File: src/rtl/ioctl_upload_reader.sv
// ioctl_upload_reader: serves upload bytes from a toggle-handshake 16-bit memory port to data_io.
// Define UPLOAD_CHECKSUM_EN to accumulate an 8-bit sum of consumed bytes on checksum.
module ioctl_upload_reader #(
    parameter logic [21:0] BASE_ADDR = 22'h0,
    parameter logic [15:0] LENGTH    = 16'd1024
) (
    input  logic        clk_sys,
    input  logic        reset,
    input  logic        ioctl_upload,
    input  logic        ioctl_rd,
    output logic [7:0]  ioctl_din,
    output logic        mem_req,
    input  logic        mem_ack,
    output logic [21:0] mem_a,
    input  logic [15:0] mem_q,
    output logic        busy,
    output logic        done,
    output logic        overrun,
    output logic [7:0]  checksum
);
    typedef enum logic [1:0] {IDLE, FETCH, READY, DONE} state_t;
    state_t      state;
    logic [15:0] cnt;
    logic [7:0]  hi;
    logic [15:0] cnt_next;
    logic        port_idle;
    assign cnt_next  = cnt + 16'd1;
    assign port_idle = mem_ack == mem_req;
    always_ff @(posedge clk_sys or posedge reset) begin
        if (reset) begin
            state     <= IDLE;
            cnt       <= '0;
            hi        <= '0;
            ioctl_din <= '0;
            mem_req   <= 1'b0;
            mem_a     <= '0;
            busy      <= 1'b0;
            done      <= 1'b0;
            overrun   <= 1'b0;
        end else if (!ioctl_upload) begin
            // an outstanding request is left to complete; IDLE waits for its ack
            state <= IDLE;
            busy  <= 1'b0;
            done  <= 1'b0;
        end else begin
            case (state)
                IDLE: begin
                    if (ioctl_rd) overrun <= 1'b1;
                    if (port_idle) begin
                        cnt     <= '0;
                        overrun <= 1'b0;
                        mem_a   <= BASE_ADDR;
                        mem_req <= ~mem_req;
                        busy    <= 1'b1;
                        state   <= FETCH;
                    end
                end
                FETCH: begin
                    if (ioctl_rd) overrun <= 1'b1;
                    if (port_idle) begin
                        hi        <= mem_q[15:8];
                        ioctl_din <= cnt[0] ? mem_q[15:8] : mem_q[7:0];
                        busy      <= 1'b0;
                        state     <= READY;
                    end
                end
                READY: begin
                    if (ioctl_rd) begin
                        cnt <= cnt_next;
                        if (cnt_next == LENGTH) begin
                            ioctl_din <= 8'hFF;
                            done      <= 1'b1;
                            state     <= DONE;
                        end else if (!cnt[0]) begin
                            ioctl_din <= hi;
                        end else begin
                            mem_a   <= BASE_ADDR + {7'd0, cnt_next[15:1]};
                            mem_req <= ~mem_req;
                            busy    <= 1'b1;
                            state   <= FETCH;
                        end
                    end
                end
                default: ;
            endcase
        end
    end
`ifdef UPLOAD_CHECKSUM_EN
    always_ff @(posedge clk_sys or posedge reset) begin
        if (reset) checksum <= '0;
        else if (ioctl_upload && state == IDLE && port_idle) checksum <= '0;
        else if (ioctl_upload && state == READY && ioctl_rd) checksum <= checksum + ioctl_din;
    end
`else
    assign checksum = 8'h00;
`endif
endmodule

File: config.mk
export PLATFORM = sky130hd
export DESIGN_NAME = ioctl_upload_reader
export DESIGN_NICKNAME = d
export VERILOG_FILES = /design/src/rtl/ioctl_upload_reader.sv
export SDC_FILE = /design/constraint.sdc
export NUM_CORES = 1
export LEC_CHECK = 0
export CAP_MARGIN = 20
export CORE_ASPECT_RATIO = 1.4
export CORE_UTILIZATION = 53
export DETAILED_ROUTE_END_ITERATION = 16
export GPL_TIMING_DRIVEN = 0
export PLACE_DENSITY_LB_ADDON = 0.25
export SKIP_LAST_GASP = 1
export SYNTH_ARGS = -nofsm -noshare
export SYNTH_HDL_FRONTEND = slang
export SYNTH_SLANG_ARGS = --single-unit
File: constraint.sdc
create_clock -name clk_sys -period 3.6 [get_ports clk_sys]
set_input_delay 0.72 -clock clk_sys [delete_from_list [all_inputs] [get_ports clk_sys]]
set_output_delay 0.72 -clock clk_sys [all_outputs]
set_load 0.01 [all_outputs]
* Word level (Yosys, flattened, before mapping)
Cells that the tools add are included.
Operators by class: add/subtract/negate cells 1, equal/unequal tests 20, mux-type cells 40, bitwise gates (word level) 1, reductions and logical operators 12
Operator list (number):
- $mux W22 | 4
- $pmux W22 S2 | 1
- $mux W8 | 5
- $mux W16 | 2
- $pmux W16 S2 | 1
- $ne A3 B3 Y1 const B | 6
- $add A16 B1 Y16 const B | 1
- $eq A16 B11 Y1 const B | 1
- $mux W1 | 16
- $pmux W8 S2 | 1
- $mux W2 | 6
- $reduce_and A6 Y1 | 2
- $ne A2 B2 Y1 const B | 5
- $reduce_and A5 Y1 | 2
- $ne A2 B1 Y1 const B | 3
- $pmux W2 S3 | 1
- $reduce_and A3 Y1 | 2
- $reduce_bool A2 Y1 | 3
- $ne A4 B1 Y1 const B | 1
- $ne A4 B4 Y1 const B | 1
- $pmux W1 S2 | 2
- $reduce_and A4 Y1 | 1
- $pmux W1 S3 | 1
- $eq A2 B1 Y1 const B | 1
- other kinds (5) | 5
Storage, ports and cells: flip-flop bits (word level) 60

* Depth between registers and ports, before layout
word-level depth 6, gate-level depth with buffers 10, depth with buffers taken out 9

* Least setup slack after synthesis
OpenSTA, ideal clock, no wires.
kind reg2reg, start reg cnt[0], end reg mem_a[6], library setup time 0.121 ns, data arrival time 2.354 ns, data required time 3.479 ns, slack 1.125 ns, stages on the path, launching flop included 11, path buffers 2, clock period less this slack 2.475 ns, cells stage by stage dfrtp_1 -> ha_1 -> clkbuf_1 -> nand2_1 -> nor4_4 -> nor3_1 -> o21ai_2 -> nor2_4 -> buf_6 -> a211o_1 -> a22o_1
Between the ends: longest elaborated chain between the ends 5, elaborated cells between the ends (all ways) 9, those cells by class add/sub (1); eq/ne (3); mux (4); reduce/logical (1)
Ends and longest elaborated chain:
- start, declared | line 23 | logic [15:0] cnt;
- start signal, assigned | line 69 | cnt <= cnt_next;
- parallel branches: the longest is 5 deep, another holds $add A16 B1 Y16
- end signal, assigned | line 77 | mem_a <= BASE_ADDR + {7'd0, cnt_next[15:1]};
- end, declared | line 14 | output logic [21:0] mem_a,
Several ways; the timed one is not identified. The select of a mux whose other input is x is not followed. A chain may end at the register's enable or synchronous reset.

* Worst setup path in the final report
Same ends and word-level chain as after synthesis.

==> summary.txt <==
Pwr
  – Flop pwr share: 0.396
  – Sw power: approximately 0.70 mW
  – Pwr Total: 2.027 mW
  – Power share of the clock group: 0.213
  – Power Density: 484.9 nW/um^2
  – Worst VDD drop: 0.0003933 V
  – Switch share: 0.3474
  – Leakage power: 1.756 nW
  – Internal Power: 1.323 mW
  – Combinational group share of total power: 0.391

Floorplan
  – Die Height: roughly 100 um
  – Core region area: 6211 sq um
  – Die W: 70.00 um
  – DIE AREA: ~7000 sq um
  – FP Rows: 34
  – I/O pin count: 63
  – Starting density of the core: 0.5524

Finish
  – Storage element area: 1326 sq um
  – Layout fillers: between 500 and 600
  – Nets: 458
  – Commonest non-fill, non-tap cell in the layout: dfrtp_1
  – Multi-input logic area: 1857 sq um
  – Most frequent cells in the layout: dfrtp_1 (53), clkdlybuf4s50_1 (47), nand2_1 (38), clkbuf_1 (21), a22o_1 (21)
  – Util after Layout: 0.6730
  – Number of inserted diodes: 0
  – Share of cells above drive strength 1: 0.1339
  – Layout area overhead: 21.85%

Logic synthesis
  – Asr flop ratio synth: 1.000
  – Most common flop cell mapped by yosys: dfrtp_1
  – Adder-Cell Fraction of Synth Area: 0.01823
  – Syn Inst Count: about 360
  – Post-synth EDFFs: 0
  – Yosys cell types: 57
  – Simple-gate share of the synthesized area: 0.1740
  – Yosys warnings: 0
  – Sequential area share after synthesis: 0.3866
  – Synth Area in Compound Gates: 0.2247
  – Post-synthesis register bit count: 53
  – Combinational family with the most area after synthesis: compound AO/OA/AOI/OAI gates
  – Mux share of post-synthesis cell area: 0.06200
  – Syn avg cell area: 9.451 sq um
  – XOR/XNOR share of the synthesized area: 0.04595
  – Synthesized area: 3431 sq um

Clock tree
  – Total CTS buffers: 5
  – Post-CTS Setup Repair Bufs: 0
  – CTS tree: built
  – Depth of the CTS H-tree: 2
  – Clk root buf: clkbuf_8
  – Clk slew on worst S/H paths: 0.10 ns
  – Post-cts sizing count: 0
  – Clk sinks: 53
  – Longest Clk Path Bufs: 2
  – Clock Latency Late Sink: a little over 0.3 ns
  – # hold bufs at CTS: 0

Global route
  – Grt ovf: 0
  – All-Layer GR Usage: 0.2565
  – First-pass GRT wire length: ~14 mm
  – Antenna violations before repair: 0
  – Vias in the first global route: 2947
  – Largest net degree at the start of global routing: 30

Routing
  – Total iterations of the first detailed-routing run: 4
  – Wire per inst: around 17 um
  – DRC viols: 0
  – Antenna viol nets, final: 0
  – DR vias/cell: 5.818
  – DR iter-0 viols: approximately 210
  – Vias: 2938
  – Final wirelength: ~8.4 mm

Worst setup path
  – Crit path cell chain: ha_1 -> clkbuf_1 -> nand2_1 -> nor4_4 -> nor3_1 -> o21ai_2 -> nor2_4 -> buf_6 -> a211o_1 -> a22o_1
  – Largest stage delay, worst path: 0.58 ns
  – CP Max Fanout: 10
  – Kind of critical path: register to register
  – WP data arrival: 3.18 ns
  – Worst path slowest cell: dfrtp_1
  – Crit path capture type: register
  – WP data required: roughly 3.8 ns
  – CP Launch Type: register

Place
  – Post-DP HPWL: about 6 mm
  – GPL Wtd Cong: 0.8706
  – Port bufs: 47

STA
  – Final Hold Fails: 0
  – Fin Setup TNS: 0 ns
  – Slew headroom: 0.5820
  – Tmin final: 2.985 ns
  – Fmax: between 300 and 400 MHz
  – Final Max Tran Viols: 0
  – Period utilization: 0.8291
  – RSZ-0062 raised after global routing: no
  – Worst-margin pin slew: 0.6215 ns
  – Final Skew: 0.01081 ns
  – Final setup viols: 0

Flow run
  – Maxcap violations: 0

Hold path
  – Hold Path Class: register to register

Run status
  – Status: completed
## per-layer routing
metal	track usage	vias up	routed length [um]	share of wire
met5	0	-	0	0
met4	0.1062	0	176	0.021
met3	0.03320	14	482	0.058
met2	0.4438	103	4399	0.53
met1	0.3189	1399	3309	0.40
li1	-	1422	-	-
## cells by family (layout without fill, tap and decap cells)
family                     Yosys count  in the layout
and+or+nand+nor                    115            115
buffers and inverters               56            112
adders and majority gates            5              5
DFF                                 53             53
other                                1             15
muxes                               20             20
xor gates and xnor gates            18             18
AOI/OAI and AO/OA                   95             95
## state kept, by name, summed over array words and instances, names as in the netlist
signal     flops
mem_req        1
state          2
hi             8
done           1
cnt           16
busy           1
mem_a         15
ioctl_din      8
overrun        1
## cells in the mapped netlist (8+ instances only)
cell type,instances,area (sq um)
dfrtp_1,53,1326
nand2_1,38,142.6
a22o_1,21,183.9
clkbuf_1,20,75.07
nor2_1,20,75.07
buf_4,17,127.6
nor2b_1,12,75.07
o21ai_0,12,60.06
xnor2_1,11,96.34
mux2_2,10,112.6
mux2i_1,10,100.1
nand3_1,10,50.05
buf_2,8,40.04
inv_1,8,30.03
o2bb2ai_1,8,70.07
## layout make-up
class / count / area share
Inverter: 8 / 0.007183
Sequential cell: 53 / 0.3173
Buffer: 48 / 0.06465
Multi-Input combinational cell: 268 / 0.4442
Clock inverter: 1 / 0.007183
Clock buffer: 7 / 0.02065
Timing Repair Buffer: 48 / 0.1173
Tap cell: 72 / 0.02155
## worst max-delay path: cells and delay by family (launching register included)
kind / cells / cell delay (ns)
adder cells (fa/ha/maj): 1 / 0.20
AO/OA/AOI/OAI: 3 / 0.87
buffers and inverters: 2 / 0.47
AND/OR/NAND/NOR: 4 / 0.74
flip-flops: 1 / 0.58
## stage by stage
stage | setup slack [ns] | hold WS [ns] | area [sq um] | std cells
after global routing | 0.3549 | 0.5236 | 4180 | 505
after detailed placement | 0.4203 | 0.4947 | 4064 | 497
final | 0.6153 | 0.5151 | 4180 | 505
after CTS | 0.6178 | 0.5196 | 4180 | 505
after global placement | 0.4058 | 0.4864 | 4044 | 496
after floorplan | 1.125 | 0.4760 | 3483 | 377
## power by group through the flow
stage | Sequential [mW] | Combinational, mW | Clock [mW]
after floorplan | 0.819 | 0.491 | 0
after global placement | 0.808 | 0.773 | 0
after detailed placement | 0.807 | 0.795 | 0
after CTS | 0.800 | 0.796 | 0.432
after global routing | 0.813 | 0.871 | 0.456
final | 0.802 | 0.793 | 0.431
## path summary, 6_finish.rpt
kind | end | cells after the start | slack, ns | start
setup / recovery | mem_a[6] | 10 | 0.62 | cnt[0]
hold / removal | hi[7] | 1 | 0.52 | hi[7]
setup reg to reg | mem_a[6] | 10 | 0.62 | cnt[0]
hold reg to reg | hi[7] | 1 | 0.52 | hi[7]
max in group asynchronous | busy | 3 | 2.28 | reset
min in group asynchronous | mem_a[9] | 2 | 0.77 | reset
No activity file was read; power rests on OpenSTA's default activity.
